<file path="src/rtl/huffman_pkg.sv">
`default_nettype none
// ============================================================================
// huffman_pkg : shared sizes, FSM encoding and symbol helpers for the
//               4-symbol Huffman code generator.          Rev 1.0
// ============================================================================
package huffman_pkg;

  localparam int NSYM   = 4;
  localparam int LEN_W  = 2;
  localparam int CODE_W = 3;

  typedef enum logic [2:0] {
    ST_IDLE  = 3'd0,
    ST_LOAD  = 3'd1,
    ST_FIND  = 3'd2,
    ST_MERGE = 3'd3,
    ST_CANON = 3'd4,
    ST_DONE  = 3'd5
  } state_t;

  // Slot i carries symbol 4'hA + i.
  function automatic logic [3:0] sym_nibble(input logic [1:0] idx);
    return 4'hA + {2'b00, idx};
  endfunction

endpackage : huffman_pkg
`default_nettype wire

</file>
<file path="src/rtl/huffman_canon_coder.sv">
`default_nettype none
// ============================================================================
// huffman_canon_coder : canonical code assignment from per-symbol lengths,
//                       one (length, symbol) pair per cycle, 12 cycles. Rev 1.0
// ============================================================================
module huffman_canon_coder
  import huffman_pkg::*;
(
  input  logic                         clk_i,
  input  logic                         rst_ni,
  input  logic                         start_i,
  input  logic [NSYM-1:0][LEN_W-1:0]   len_i,
  output logic                         done_o,
  output logic [NSYM-1:0][CODE_W-1:0]  codes_o
);

  localparam logic [3:0] LAST_IDX = 4'd11;

  logic                        busy_q,  busy_d;
  logic [3:0]                  idx_q,   idx_d;
  logic [CODE_W:0]             code_q,  code_d;
  logic [NSYM-1:0][CODE_W-1:0] codes_q, codes_d;
  logic [1:0]                  w_sym;
  logic [LEN_W-1:0]            w_level;

  assign w_sym   = idx_q[1:0];
  assign w_level = idx_q[3:2] + 2'd1;

  always_comb begin
    busy_d  = busy_q;
    idx_d   = idx_q;
    code_d  = code_q;
    codes_d = codes_q;
    if (start_i) begin
      busy_d  = 1'b1;
      idx_d   = '0;
      code_d  = '0;
      codes_d = '0;
    end else if (busy_q) begin
      if (len_i[w_sym] == w_level) begin
        codes_d[w_sym] = code_q[CODE_W-1:0];
        code_d         = code_q + 1'b1;
      end
      if (w_sym == 2'(NSYM-1)) begin
        code_d = code_d << 1;
      end
      idx_d = idx_q + 4'd1;
      if (idx_q == LAST_IDX) begin
        busy_d = 1'b0;
      end
    end
  end

  always_ff @(posedge clk_i or negedge rst_ni) begin
    if (!rst_ni) begin
      busy_q  <= 1'b0;
      idx_q   <= '0;
      code_q  <= '0;
      codes_q <= '0;
    end else begin
      busy_q  <= busy_d;
      idx_q   <= idx_d;
      code_q  <= code_d;
      codes_q <= codes_d;
    end
  end

  // done_o marks the cycle of the last pair; codes_o already includes that pair.
  assign done_o  = busy_q && (idx_q == LAST_IDX);
  assign codes_o = codes_d;

endmodule : huffman_canon_coder
`default_nettype wire

</file>
<file path="src/rtl/huffman_code_gen.sv">
`default_nettype none
// ============================================================================
// huffman_code_gen : builds a 4-leaf Huffman tree by two-minimum merging and
//                    emits canonical codes. Option macro: HUFF_KRAFT_CHECK_EN
//                    (adds KRAFT_ERR output).                       Rev 1.0
// ============================================================================
module huffman_code_gen
  import huffman_pkg::*;
#(
  parameter int FREQ_W = 4
) (
  input  logic                       CLK,
  input  logic                       nRST,
  input  logic                       START,
  input  logic [NSYM*FREQ_W-1:0]     FREQUENT_IN,
  output logic                       BUSY,
  output logic                       DONE,
  output logic [NSYM*LEN_W-1:0]      CODE_LEN_OUT,
  output logic [NSYM*CODE_W-1:0]     CODE_OUT
`ifdef HUFF_KRAFT_CHECK_EN
  ,
  output logic                       KRAFT_ERR
`endif
);

  localparam int WW = FREQ_W + 2;

  state_t                      state_q,    state_d;
  logic [NSYM-1:0][WW-1:0]     weight_q,   weight_d;
  logic [NSYM-1:0][NSYM-1:0]   mask_q,     mask_d;
  logic [NSYM-1:0]             active_q,   active_d;
  logic [NSYM-1:0][LEN_W-1:0]  len_q,      len_d;
  logic [1:0]                  scan_q,     scan_d;
  logic [1:0]                  merges_q,   merges_d;
  logic [1:0]                  m1_idx_q,   m1_idx_d;
  logic [1:0]                  m2_idx_q,   m2_idx_d;
  logic                        m1_v_q,     m1_v_d;
  logic                        m2_v_q,     m2_v_d;
  logic [NSYM*LEN_W-1:0]       len_out_q,  len_out_d;
  logic [NSYM*CODE_W-1:0]      code_out_q, code_out_d;

  logic                        w_canon_start;
  logic                        w_canon_done;
  logic [NSYM-1:0][CODE_W-1:0] w_canon_codes;
  logic [NSYM-1:0]             w_pair_mask;
  logic [1:0]                  w_lo, w_hi;
  logic [2:0]                  w_nz_cnt;

  assign w_pair_mask = mask_q[m1_idx_q] | mask_q[m2_idx_q];
  assign w_lo        = (m1_idx_q < m2_idx_q) ? m1_idx_q : m2_idx_q;
  assign w_hi        = (m1_idx_q < m2_idx_q) ? m2_idx_q : m1_idx_q;

  always_comb begin
    w_nz_cnt = '0;
    for (int i = 0; i < NSYM; i++) begin
      w_nz_cnt = w_nz_cnt + 3'(active_q[i]);
    end
  end

  always_comb begin
    state_d       = state_q;
    weight_d      = weight_q;
    mask_d        = mask_q;
    active_d      = active_q;
    len_d         = len_q;
    scan_d        = scan_q;
    merges_d      = merges_q;
    m1_idx_d      = m1_idx_q;
    m2_idx_d      = m2_idx_q;
    m1_v_d        = m1_v_q;
    m2_v_d        = m2_v_q;
    len_out_d     = len_out_q;
    code_out_d    = code_out_q;
    w_canon_start = 1'b0;
    case (state_q)
      ST_IDLE: begin
        if (START) begin
          for (int i = 0; i < NSYM; i++) begin
            weight_d[i]    = {2'b00, FREQUENT_IN[i*FREQ_W +: FREQ_W]};
            mask_d[i]      = '0;
            mask_d[i][i]   = 1'b1;
            active_d[i]    = |FREQUENT_IN[i*FREQ_W +: FREQ_W];
            len_d[i]       = '0;
          end
          state_d = ST_LOAD;
        end
      end
      ST_LOAD: begin
        scan_d = '0;
        m1_v_d = 1'b0;
        m2_v_d = 1'b0;
        if (w_nz_cnt >= 3'd2) begin
          merges_d = 2'(w_nz_cnt - 3'd1);
          state_d  = ST_FIND;
        end else begin
          // A lone symbol still needs a 1-bit code; an empty alphabet keeps 0.
          for (int i = 0; i < NSYM; i++) begin
            if (active_q[i]) len_d[i] = 2'd1;
          end
          w_canon_start = 1'b1;
          state_d       = ST_CANON;
        end
      end
      ST_FIND: begin
        // Strict compares with an ascending scan keep ties on the lower slot.
        if (active_q[scan_q]) begin
          if (!m1_v_q || (weight_q[scan_q] < weight_q[m1_idx_q])) begin
            m2_idx_d = m1_idx_q;
            m2_v_d   = m1_v_q;
            m1_idx_d = scan_q;
            m1_v_d   = 1'b1;
          end else if (!m2_v_q || (weight_q[scan_q] < weight_q[m2_idx_q])) begin
            m2_idx_d = scan_q;
            m2_v_d   = 1'b1;
          end
        end
        scan_d = scan_q + 2'd1;
        if (scan_q == 2'(NSYM-1)) state_d = ST_MERGE;
      end
      ST_MERGE: begin
        weight_d[w_lo] = weight_q[m1_idx_q] + weight_q[m2_idx_q];
        mask_d[w_lo]   = w_pair_mask;
        weight_d[w_hi] = '0;
        mask_d[w_hi]   = '0;
        active_d[w_hi] = 1'b0;
        for (int i = 0; i < NSYM; i++) begin
          if (w_pair_mask[i]) len_d[i] = len_q[i] + 2'd1;
        end
        merges_d = merges_q - 2'd1;
        scan_d   = '0;
        m1_v_d   = 1'b0;
        m2_v_d   = 1'b0;
        if (merges_q == 2'd1) begin
          w_canon_start = 1'b1;
          state_d       = ST_CANON;
        end else begin
          state_d = ST_FIND;
        end
      end
      ST_CANON: begin
        if (w_canon_done) begin
          len_out_d  = len_q;
          code_out_d = w_canon_codes;
          state_d    = ST_DONE;
        end
      end
      ST_DONE: state_d = ST_IDLE;
      default: state_d = ST_IDLE;
    endcase
  end

  always_ff @(posedge CLK or negedge nRST) begin
    if (!nRST) begin
      state_q    <= ST_IDLE;
      weight_q   <= '0;
      mask_q     <= '0;
      active_q   <= '0;
      len_q      <= '0;
      scan_q     <= '0;
      merges_q   <= '0;
      m1_idx_q   <= '0;
      m2_idx_q   <= '0;
      m1_v_q     <= 1'b0;
      m2_v_q     <= 1'b0;
      len_out_q  <= '0;
      code_out_q <= '0;
    end else begin
      state_q    <= state_d;
      weight_q   <= weight_d;
      mask_q     <= mask_d;
      active_q   <= active_d;
      len_q      <= len_d;
      scan_q     <= scan_d;
      merges_q   <= merges_d;
      m1_idx_q   <= m1_idx_d;
      m2_idx_q   <= m2_idx_d;
      m1_v_q     <= m1_v_d;
      m2_v_q     <= m2_v_d;
      len_out_q  <= len_out_d;
      code_out_q <= code_out_d;
    end
  end

  huffman_canon_coder u_canon (
    .clk_i   (CLK),
    .rst_ni  (nRST),
    .start_i (w_canon_start),
    .len_i   (len_q),
    .done_o  (w_canon_done),
    .codes_o (w_canon_codes)
  );

`ifdef HUFF_KRAFT_CHECK_EN
  logic       kraft_q, kraft_d;
  logic [4:0] w_kraft_sum;
  logic [2:0] w_used;

  // A complete prefix code over depth 3 fills exactly 8 leaf slots.
  always_comb begin
    w_kraft_sum = '0;
    w_used      = '0;
    for (int i = 0; i < NSYM; i++) begin
      if (len_q[i] != '0) begin
        w_kraft_sum = w_kraft_sum + 5'(4'd8 >> len_q[i]);
        w_used      = w_used + 3'd1;
      end
    end
    kraft_d = kraft_q;
    if ((state_q == ST_CANON) && w_canon_done) begin
      kraft_d = (w_used >= 3'd2) && (w_kraft_sum != 5'd8);
    end
  end

  always_ff @(posedge CLK or negedge nRST) begin
    if (!nRST) kraft_q <= 1'b0;
    else       kraft_q <= kraft_d;
  end

  assign KRAFT_ERR = kraft_q;
`endif

  assign BUSY         = (state_q != ST_IDLE);
  assign DONE         = (state_q == ST_DONE);
  assign CODE_LEN_OUT = len_out_q;
  assign CODE_OUT     = code_out_q;

endmodule : huffman_code_gen
`default_nettype wire

</file>
<file path="config.mk">
export PLATFORM = sky130hd
export DESIGN_NAME = huffman_code_gen
export DESIGN_NICKNAME = d
export VERILOG_FILES = /design/src/rtl/huffman_pkg.sv /design/src/rtl/huffman_canon_coder.sv /design/src/rtl/huffman_code_gen.sv
export SDC_FILE = /design/constraint.sdc
export NUM_CORES = 1
export LEC_CHECK = 0
export CAP_MARGIN = 0
export CORE_UTILIZATION = 54
export DETAILED_ROUTE_END_ITERATION = 8
export GPL_TIMING_DRIVEN = 0
export PLACE_DENSITY = 0.77
export SETUP_SLACK_MARGIN = 0.2
export SLEW_MARGIN = 5
export SYNTH_ARGS = -nofsm -noshare
export SYNTH_HDL_FRONTEND = slang
export SYNTH_HIERARCHICAL = 1
export SYNTH_SLANG_ARGS = --single-unit
</file>
<file path="constraint.sdc">
create_clock -name CLK -period 3.13 [get_ports CLK]
set_input_delay 0.7825 -clock CLK [delete_from_list [all_inputs] [get_ports CLK]]
set_output_delay 0.7825 -clock CLK [all_outputs]
set_load 0.01 [all_outputs]
</file>
==> run metrics, run 1 <==
number of buffers inserted during clock tree synthesis=9; number of antenna violations at the first check in global routing=0; number of antenna-violating nets in the routed design=0; Worst-path clk slew=0.07 ns; Synth Area per Inst=11.1 um2; CTS tree=built; startpoint type of the worst setup path=register; routed wire length=15.7 mm; data required time of the worst path=3.42 ns; level count of the clock H-tree=3; type of the tightest min-delay check=primary input to async pin; synthesis-stage register bit count=105; detailed router's first-iteration violation count=301; diode count=0; share of total power consumed by net switching=0.450; Placed Cells=751; Core Area=11400 um2; clock power share=0.140; fraction of power consumed by combinational cells=0.598; register-to-register path setup slack=0.32 ns; HPWL Detailed=11.1 mm; placed standard-cell area=6900 um2; Seq/Total Area, Yosys=0.417; most used flip-flop cell after synthesis=sky130_fd_sc_hd__dfrtp_1; sink count of the clock tree=105; final-stage net count=681; GP Congestion=0.935; Max Buffers Root-to-Sink=2; aggregate global routing overflow=0; vias=4892; proportion of power drawn by flip-flops and latches=0.261; insertion delay of the later-clocked pin in the worst-skew pair=0.36 ns; internal power of the cells=4.57 mW; Final Slew Violations=0; net switching power of the design=3.74 mW; worst supply voltage drop on vdd=0.645 mV; startpoint of the most critical register-to-register path=scan_q[0]; number of cells in the finished layout apart from fillers=778; Port Buffers=40; clock skew=0.00571 ns; Critical path origin=scan_q[0]; outcome=completed; Post-Syn Nets=618; worst slew margin relative to its limit=0.505; final standard cell area without fillers=7380 um2; mapped cell area=6290 um2; via count of the first global-routing pass=4945; Vias/cell=6.29; Crit path arrival time=3.11 ns; Horiz. Die Dim=110 um; Placement Rows=39; final worst slack=0.318 ns; leak pwr=3.29 nW; number of flops mapped to enable cells by yosys=0; Overall Global Routing Usage=0.276; endpoint class of the critical path=register; IO Pins=41; pin count of the biggest net entering global routing=72; final critical-path required period=2.81 ns; RSZ-0062 raised after global routing=no; synth-to-layout area growth=17.2%; transition time at the pin with the least slew margin=0.743 ns; yosys warns=6; gate count of the mapped netlist=567; Final Cycle Share=0.898; share of cells above drive strength 1=0.192; critical path class=register to register; count of final setup violators=0; Post-synth ARST share=1.00; max-cap violation count=0; height of the chip=110 um; endpoints failing hold=0; Worst Hold Slack=0.379 ns; post-placement worst setup slack=-0.197 ns; die area=12100 um2; drc violations=0; Pwr Density=1130 nW/um2; clk root buf=sky130_fd_sc_hd__clkbuf_16; total negative slack=0 ns; First-pass DRT Iterations=5; post-detailed-route wirelength per cell=20.2 um; number of library cell types mapped by synthesis=59; maximum fanout along the worst path=8; initial cell density of the core=0.554; first-pass GRT wire length=24.7 mm; fmax=0.356 GHz
cell usage after synthesis (8+ instances only):
library cell	n	area, um2
sky130_fd_sc_hd__a21oi_1	23	115
sky130_fd_sc_hd__nand3_1	13	65.1
sky130_fd_sc_hd__ha_1	30	375
sky130_fd_sc_hd__mux2_2	20	225
sky130_fd_sc_hd__o21ai_0	8	40.0
sky130_fd_sc_hd__mux4_2	21	473
sky130_fd_sc_hd__clkbuf_1	15	56.3
sky130_fd_sc_hd__o2bb2ai_1	25	219
sky130_fd_sc_hd__dfrtp_1	105	2630
sky130_fd_sc_hd__a22o_1	11	96.3
sky130_fd_sc_hd__nand2_1	26	97.6
sky130_fd_sc_hd__buf_2	10	50.1
sky130_fd_sc_hd__inv_1	39	146
sky130_fd_sc_hd__a21o_1	15	113
sky130_fd_sc_hd__mux2i_1	23	230
sky130_fd_sc_hd__o21ai_1	9	45.0
sky130_fd_sc_hd__a22oi_1	18	135
sky130_fd_sc_hd__nor2_1	47	176
sky130_fd_sc_hd__xnor2_1	10	87.6
area by class of cell:
| class | instances | area, um2 |
|---|---|---|
| clock inverters | 4 | 51.3 |
| clock buffers | 12 | 256 |
| flip-flops and latches | 105 | 2630 |
| well taps | 143 | 179 |
| multi-input cells | 390 | 3390 |
| repair buffers | 52 | 508 |
| plain buffers | 31 | 205 |
| fillers | 910 | 3990 |
| inverters | 41 | 158 |
power by group through the flow:
stage | clock network (mW) | logic (mW) | registers [mW]
3_3_place_gp | 0 | 4.39 | 2.14
5_1_grt | 1.24 | 5.44 | 2.22
4_1_cts | 1.19 | 4.68 | 2.15
3_5_place_dp | 0 | 4.55 | 2.18
2_1_floorplan | 0 | 3.52 | 2.05
6_report | 1.17 | 4.97 | 2.17
critical path, stage by stage (launching register included):
cell	delay [ns]
sky130_fd_sc_hd__dfrtp_1	0.37
sky130_fd_sc_hd__buf_6	0.17
sky130_fd_sc_hd__mux4_1	0.59
sky130_fd_sc_hd__ha_1	0.33
sky130_fd_sc_hd__a21o_1	0.19
sky130_fd_sc_hd__a221oi_2	0.30
sky130_fd_sc_hd__o21ai_2	0.11
sky130_fd_sc_hd__and2_1	0.16
sky130_fd_sc_hd__buf_4	0.16
sky130_fd_sc_hd__a31oi_1	0.19
sky130_fd_sc_hd__o22a_1	0.16
placed cells by master (no fill, tap or decap), types with 19 or more instances in the layout:
cell,n
sky130_fd_sc_hd__a21oi_1,19
sky130_fd_sc_hd__clkdlybuf4s50_1,39
sky130_fd_sc_hd__dfrtp_1,104
sky130_fd_sc_hd__ha_1,30
sky130_fd_sc_hd__inv_1,38
sky130_fd_sc_hd__mux2_2,20
sky130_fd_sc_hd__mux2i_1,23
sky130_fd_sc_hd__mux4_2,23
sky130_fd_sc_hd__nand2_1,26
sky130_fd_sc_hd__nor2_1,45
sky130_fd_sc_hd__o2bb2ai_1,25
state kept, by name (all words and copies together) (netlist names), 3 cells and up:
signal and count:
weight_q 24, mask_q 16, CODE_OUT 12, u_canon/codes_q 12, CODE_LEN_OUT 8, len_q 8, active_q 4, u_canon/idx_q 4
state_q 3, u_canon/code_q 3
layer usage:
layer,track usage,share of wire,wire length [um],up-vias
li1,-,-,-,2234
met1,0.345,0.41,6460,2445
met2,0.460,0.50,7880,179
met3,0.0735,0.064,998,34
met4,0.0971,0.024,377,0
met5,0,0,0,-
metrics by stage:
step                power [mW]   util
finish                    8.31  0.649
global route              8.89  0.649
CTS                       8.02  0.639
detailed placement        6.73  0.607
global placement          6.54  0.605
floorplan                 5.57      -
logic make-up (layout without fill, tap and decap cells):
family	Yosys count	after routing	share of synthesized area
flip-flops	105	105	0.417
adder cells (fa/ha/maj)	32	32	0.0660
XOR/XNOR	12	12	0.0167
AO/OA/AOI/OAI	155	155	0.186
multiplexers	70	70	0.173
AND/OR/NAND/NOR	121	121	0.0916
buffers and inverters	72	140	0.0497
path summary, 6_finish.rpt:
check | to | cells past startpoint
setup / recovery | m2_idx_q[1] | 10
hold / removal | CODE_LEN_OUT[7] | 1
hold reg to reg | CODE_LEN_OUT[2] | 1
setup reg to reg | m2_idx_q[1] | 10
min in group CLK | CODE_LEN_OUT[2] | 1
max in group asynchronous | u_canon/codes_q[0] | 2
what timing repair did:
| item | 4_1_cts | 5_1_grt |
|---|---|---|
| buffers inserted | 4 | 6 |
| gates resized for setup | 11 | 26 |
| endpoints found under the setup margin | 49 | 60 |
| gates cloned | 0 | 1 |
| pin swaps | 0 | 3 |
| hold buffers | 0 | 0 |
Note: power is estimated with default switching activity, not from simulation.
==> run 2, diff against run 1 <==
--- a/config.mk
+++ b/config.mk
@@ -10,6 +10,8 @@
 export DETAILED_ROUTE_END_ITERATION = 8
 export GPL_TIMING_DRIVEN = 0
 export PLACE_DENSITY = 0.77
+export RECOVER_POWER = 50
+export REMOVE_ABC_BUFFERS = 1
 export SETUP_SLACK_MARGIN = 0.2
 export SLEW_MARGIN = 5
 export SYNTH_ARGS = -nofsm -noshare
==> run metrics, run 2 (synthesis results as in run 1) <==
buffering stage count on the worst path with inverters included=2 (unchanged); Post-CTS Hold Fix Bufs=0 (unchanged); HPWL Detailed=10.3 mm (-7.6%); drc violations=0 (unchanged); CTS tree=built; share of cells above drive strength 1=0.175 (-0.0175); max-cap violation count=0 (unchanged); Worst-path clk slew=0.06 ns (about the same); met2 usage=0.424 (-0.0366); post-placement worst setup slack=-0.439 ns (-0.242 ns); critical path class=register to primary output; fmax=0.346 GHz (-2.6%); level count of the clock H-tree=3 (unchanged); leak pwr=3.20 nW (-2.5%); detailed router's first-iteration violation count=345 (+15%); critical-path cell with the highest stage delay=sky130_fd_sc_hd__dfrtp_1; Crit path arrival time=2.10 ns (-1.01 ns); proportion of power drawn by flip-flops and latches=0.305 (+0.044); endpoints failing hold=0 (unchanged); transition time at the pin with the least slew margin=1.26 ns (+0.514 ns); aggregate global routing overflow=0 (unchanged); worst slew margin relative to its limit=0.163 (-0.342); share of total power consumed by net switching=0.454 (+0.00386); die area=12100 um2 (unchanged); vias=4792 (-2.0%); final critical-path required period=2.89 ns (+0.0741 ns); IO Pins=41 (unchanged); largest incremental delay on the critical path=0.60 ns (about the same); list of cells traversed by the critical path=clkinvlp_4 > nor3_1 > clkdlybuf4s50_1; pin count of the biggest net entering global routing=57 (-21%); register with the highest flop count=weight_q; First-pass DRT Iterations=7 (+2); Vias/cell=6.39 (+1.6%); GP Congestion=0.856 (-8.4%); maximum fanout along the worst path=11 (+3); end-of-flow core utilization=0.634 (-0.0154); Pwr Density=1120 nW/um2 (-0.75%); clk root buf=sky130_fd_sc_hd__clkbuf_16; kind of cell adding the most delay to the critical path=buffers and inverters; count of final setup violators=0 (unchanged); highest-count cells in the layout ignoring fill and taps=98 x sky130_fd_sc_hd__dfrtp_1, 46 x sky130_fd_sc_hd__nor2_1, 38 x sky130_fd_sc_hd__inv_1; diode count=0 (unchanged); Placed Cells=721 (-4.0%); endpoint class of the critical path=primary output; Final Slew Violations=0 (unchanged); final-stage net count=653 (-4.1%); net switching power of the design=3.65 mW (-2.3%); internal power of the cells=4.40 mW (-3.8%); via count of the first global-routing pass=4652 (-5.9%); total power=8.05 mW (-3.1%); Max Buffers Root-to-Sink=2 (unchanged); sink count of the clock tree=105 (unchanged); first-pass GRT wire length=23.8 mm (-3.6%); initial cell density of the core=0.554 (unchanged); layer with the highest usage=met2; max reg flops=24 (unchanged); number of antenna-violating nets in the routed design=0 (unchanged); insertion delay of the later-clocked pin in the worst-skew pair=0.36 ns (about the same); synth-to-layout area growth=14.5%; post-detailed-route wirelength per cell=20.0 um (-1.1%); number of buffers inserted during clock tree synthesis=9 (unchanged); Core Area=11400 um2 (unchanged); leading registers by flop count=weight_q x24, mask_q x16; startpoint type of the worst setup path=register; Placement Rows=39 (unchanged); Overall Global Routing Usage=0.267 (-0.00899); height of the chip=110 um (unchanged); outcome=completed; clock power share=0.149 (+0.009); Final Cycle Share=0.922 (+0.0237); grt met1 use=0.351 (+0.00639); Port Buffers=40 (unchanged); Horiz. Die Dim=110 um (unchanged); clock skew=0.0106 ns (+0.00488 ns); type of the tightest min-delay check=register to register; data required time of the worst path=2.35 ns (-1.07 ns); number of cells in the finished layout apart from fillers=750 (-3.6%); final worst slack=0.244 ns (-0.0741 ns); worst supply voltage drop on vdd=0.634 mV (-1.8%); most frequent standard cell in the layout excluding fill and tap cells=sky130_fd_sc_hd__dfrtp_1; fraction of power consumed by combinational cells=0.546 (-0.052); GR Util met3=0.0599 (-0.0136); RSZ-0062 raised after global routing=yes; routed wire length=15.0 mm (-4.6%); number of antenna violations at the first check in global routing=0 (unchanged)
run 2: stage by stage:
step | TNS, ns | instance area, um2 | hold WS [ns]
floorplan | -0.0425 | 6140 | 0.467
global placement | -291.25 | 6720 | 0.488
detailed placement | -7.99 | 6760 | 0.491
CTS | 0 | 7100 | 0.487
global route | 0 | 7200 | 0.517
finish | 0 | 7200 | 0.497
run 2: worst paths after layout:
path | startpoint | to | slack [ns] | cells after the start
setup / recovery | state_q[0] | DONE | 0.24 | 3
setup reg to reg | state_q[0] | weight_q[20] | 0.29 | 7
hold / removal | CODE_LEN_OUT[2] | CODE_LEN_OUT[2] | 0.50 | 1
hold reg to reg | CODE_LEN_OUT[2] | CODE_LEN_OUT[2] | 0.50 | 1
min in group asynchronous | nRST | weight_q[11] | 0.69 | 1
max in group asynchronous | nRST | CODE_OUT[2] | 0.59 | 2
run 2: layer usage:
| layer | vias to the layer above | wire, um |
|---|---|---|
| li1 | 2182 | - |
| met1 | 2377 | 6430 |
| met2 | 183 | 7140 |
| met3 | 50 | 879 |
| met4 | 0 | 535 |
| met5 | - | 0 |
run 2: final cells by class:
type / count / area, um2
inverters: 41 / 159
multi-input cells: 390 / 3390
repair buffers: 55 / 522
well taps: 143 / 179
clock buffers: 11 / 253
clock inverters: 5 / 61.3
flip-flops and latches: 105 / 2640
fillers: 881 / 4170
run 2: what timing repair did:
item | in CTS | in global routing
buffers inserted | 0 | 13
gates cloned | 0 | 0
setup endpoints to repair | 43 | 48
pin swaps | 0 | 5
resized for setup | 11 | 7
run 2: worst reg2reg max path, delay by kind of cell, from the launching register on:
family          cells  cell delay, ns
buf+inv             2            0.49
compound gates      2            0.40
flops               1            0.60
simple gates        3            1.28
run 2: power by group through the flow:
stage,Clock (mW),Combinational (mW),Sequential (mW)
finish,1.20,4.40,2.45
detailed placement,0,4.15,2.45
global route,1.25,4.82,2.52
floorplan,0,3.19,2.23
CTS,1.21,4.20,2.44
global placement,0,3.94,2.41
==> run 3, diff against run 2 <==
--- a/config.mk
+++ b/config.mk
@@ -5,11 +5,11 @@
 export SDC_FILE = /design/constraint.sdc
 export NUM_CORES = 1
 export LEC_CHECK = 0
-export CAP_MARGIN = 0
-export CORE_UTILIZATION = 54
+export CAP_MARGIN = 20
+export CORE_UTILIZATION = 60
 export DETAILED_ROUTE_END_ITERATION = 8
 export GPL_TIMING_DRIVEN = 0
-export PLACE_DENSITY = 0.77
+export PLACE_DENSITY = 0.81
 export RECOVER_POWER = 50
 export REMOVE_ABC_BUFFERS = 1
 export SETUP_SLACK_MARGIN = 0.2
==> constraint.sdc (replaced) <==
create_clock -name CLK -period 3.15 [get_ports CLK]
set_input_delay 0.7875 -clock CLK [delete_from_list [all_inputs] [get_ports CLK]]
set_output_delay 0.7875 -clock CLK [all_outputs]
set_load 0.01 [all_outputs]
==> run metrics, run 3 (synthesis results as in run 1) <==
outcome=finished, violations left; violated checks=max-capacitance violations, max-slew violations; final critical-path required period=2.89 ns; Worst Hold Slack=0.380 ns (-0.117 ns); Vias/cell=6.60 (+3.3%); diode count=0 (unchanged); Crit path arrival time=3.16 ns (+1.06 ns); endpoint class of the critical path=register; type of the tightest min-delay check=primary input to async pin; HPWL Detailed=10.4 mm (+1.3%); leading registers by flop count=weight_q x24, mask_q x16; worst supply voltage drop on vdd=0.584 mV (-7.8%); startpoint type of the worst setup path=register; highest-count cells in the layout ignoring fill and taps=97 x sky130_fd_sc_hd__dfrtp_1, 45 x sky130_fd_sc_hd__nor2_1, 38 x sky130_fd_sc_hd__inv_1; RSZ-0062 raised after global routing=no; Pwr Density=1100 nW/um2 (-1.8%); pin count of the biggest net entering global routing=65 (+14%); clock skew=0.0169 ns (+0.00634 ns); fmax=0.346 GHz; data required time of the worst path=3.42 ns (+1.07 ns); Final Slew Violations=65 (+65); transition time at the pin with the least slew margin=1.56 ns (+0.299 ns); initial cell density of the core=0.615 (+0.0616); Placed Cells=715 (-0.83%); first-pass GRT wire length=25.0 mm (+5.0%); Post-CTS Hold Fix Bufs=0 (unchanged); Overall Global Routing Usage=0.297 (+0.0304); max-cap violation count=1 (+1); worst slew margin relative to its limit=-0.0368 (-0.199); clk root buf=sky130_fd_sc_hd__clkbuf_8; Core Area=10200 um2 (-10%); First-pass DRT Iterations=5 (-2); Final Cycle Share=0.917; detailed router's first-iteration violation count=407 (+18%); number of antenna-violating nets in the routed design=0 (unchanged); Register-to-Register Path Depth=14 (+7); Placement Rows=37 (-5.1%); register with the highest flop count=weight_q; routed wire length=15.6 mm (+4.3%); final worst slack=0.262 ns (+0.0184 ns); vias=4890 (+2.0%); Worst-path clk slew=0.11 ns (+0.05 ns); end-of-flow core utilization=0.690 (+0.0566); most frequent standard cell in the layout excluding fill and tap cells=sky130_fd_sc_hd__dfrtp_1; total negative slack=0 ns (unchanged); share of cells above drive strength 1=0.180 (+0.00554); Max Buffers Root-to-Sink=2 (unchanged); level count of the clock H-tree=3 (unchanged); post-detailed-route wirelength per cell=21.1 um (+5.6%); number of buffers inserted during clock tree synthesis=9 (unchanged); final-stage net count=651 (-0.31%); number of filler cells placed in the layout=739 (-16%); GP Congestion=0.876 (+2.4%); height of the chip=104 um (-5.0%); synth-to-layout area growth=12.2%; count of final setup violators=0 (unchanged); aggregate global routing overflow=0 (unchanged); total power=7.75 mW (-3.7%); post-placement worst setup slack=-0.436 ns (+0.00277 ns); drc violations=0 (unchanged); via count of the first global-routing pass=4825 (+3.7%); final standard cell area without fillers=7060 um2 (-2.0%); number of antenna violations at the first check in global routing=0 (unchanged); placed standard-cell area=6760 um2 (unchanged); IO Pins=41 (unchanged); insertion delay of the later-clocked pin in the worst-skew pair=0.39 ns (+0.03 ns); sink count of the clock tree=105 (unchanged); number of cells in the finished layout apart from fillers=741 (-1.2%); max reg flops=24 (unchanged); critical path class=register to register; Port Buffers=40 (unchanged); CTS tree=built; endpoints failing hold=0 (unchanged); Horiz. Die Dim=104 um (-5.0%); maximum fanout along the worst path=9 (-2); leak pwr=3.13 nW (-2.4%); die area=10900 um2 (-9.8%)
run 3: area by class of cell:
| type | count | area [um2] | share of cell area |
|---|---|---|---|
| Clock buffer | 10 | 128 | 0.0181 |
| Multi-Input combinational cell | 390 | 3410 | 0.483 |
| Clock inverter | 6 | 47.5 | 0.00673 |
| Timing Repair Buffer | 53 | 508 | 0.0719 |
| Tap cell | 136 | 170 | 0.0241 |
| Inverter | 41 | 155 | 0.0220 |
| Sequential cell | 105 | 2640 | 0.374 |
run 3: power breakdown:
group          leakage, nW  switching [mW]  internal (mW)
Sequential            1.36           0.658           1.78
Clock               0.0877           0.500          0.297
Combinational         1.68            2.54           1.97
Total                 3.13            3.70           4.05
run 3: worst paths after layout:
| path | end | from | slack (ns) |
|---|---|---|---|
| max reg2reg | CODE_OUT[7] | active_q[0] | 0.26 |
| max in group asynchronous | state_q[0] | nRST | 0.80 |
| min in group CLK | CODE_LEN_OUT[6] | CODE_LEN_OUT[6] | 0.51 |
| min | weight_q[5] | nRST | 0.38 |
| min reg2reg | CODE_LEN_OUT[6] | CODE_LEN_OUT[6] | 0.51 |
| max | CODE_OUT[7] | active_q[0] | 0.26 |
run 3: per-layer routing:
metal / global-route usage / vias to the layer above / share of wire
li1: - / 2180 / -
met1: 0.413 / 2446 / 0.42
met2: 0.465 / 220 / 0.49
met3: 0.0457 / 44 / 0.058
met4: 0.133 / 0 / 0.031
met5: 0 / - / 0
run 3: critical path: stages, from the launching register on:
cell and delay [ns]:
sky130_fd_sc_hd__dfrtp_1 0.44, sky130_fd_sc_hd__inv_2 0.06, sky130_fd_sc_hd__fa_1 0.52, sky130_fd_sc_hd__inv_1 0.04, sky130_fd_sc_hd__ha_2 0.16, sky130_fd_sc_hd__inv_1 0.12, sky130_fd_sc_hd__ha_4 0.22, sky130_fd_sc_hd__ha_1 0.18
sky130_fd_sc_hd__nand2b_1 0.11, sky130_fd_sc_hd__nand3_1 0.10, sky130_fd_sc_hd__a21oi_2 0.21, sky130_fd_sc_hd__buf_8 0.15, sky130_fd_sc_hd__buf_12 0.12, sky130_fd_sc_hd__nor2_1 0.06, sky130_fd_sc_hd__mux2_2 0.27
run 3: timing repair:
item                                    CTS  global route
endpoints found under the hold margin     0             0
buffers inserted                          0            10
pin swaps                                 0             4
endpoints found under the setup margin   40            32
resized for setup                         9            15
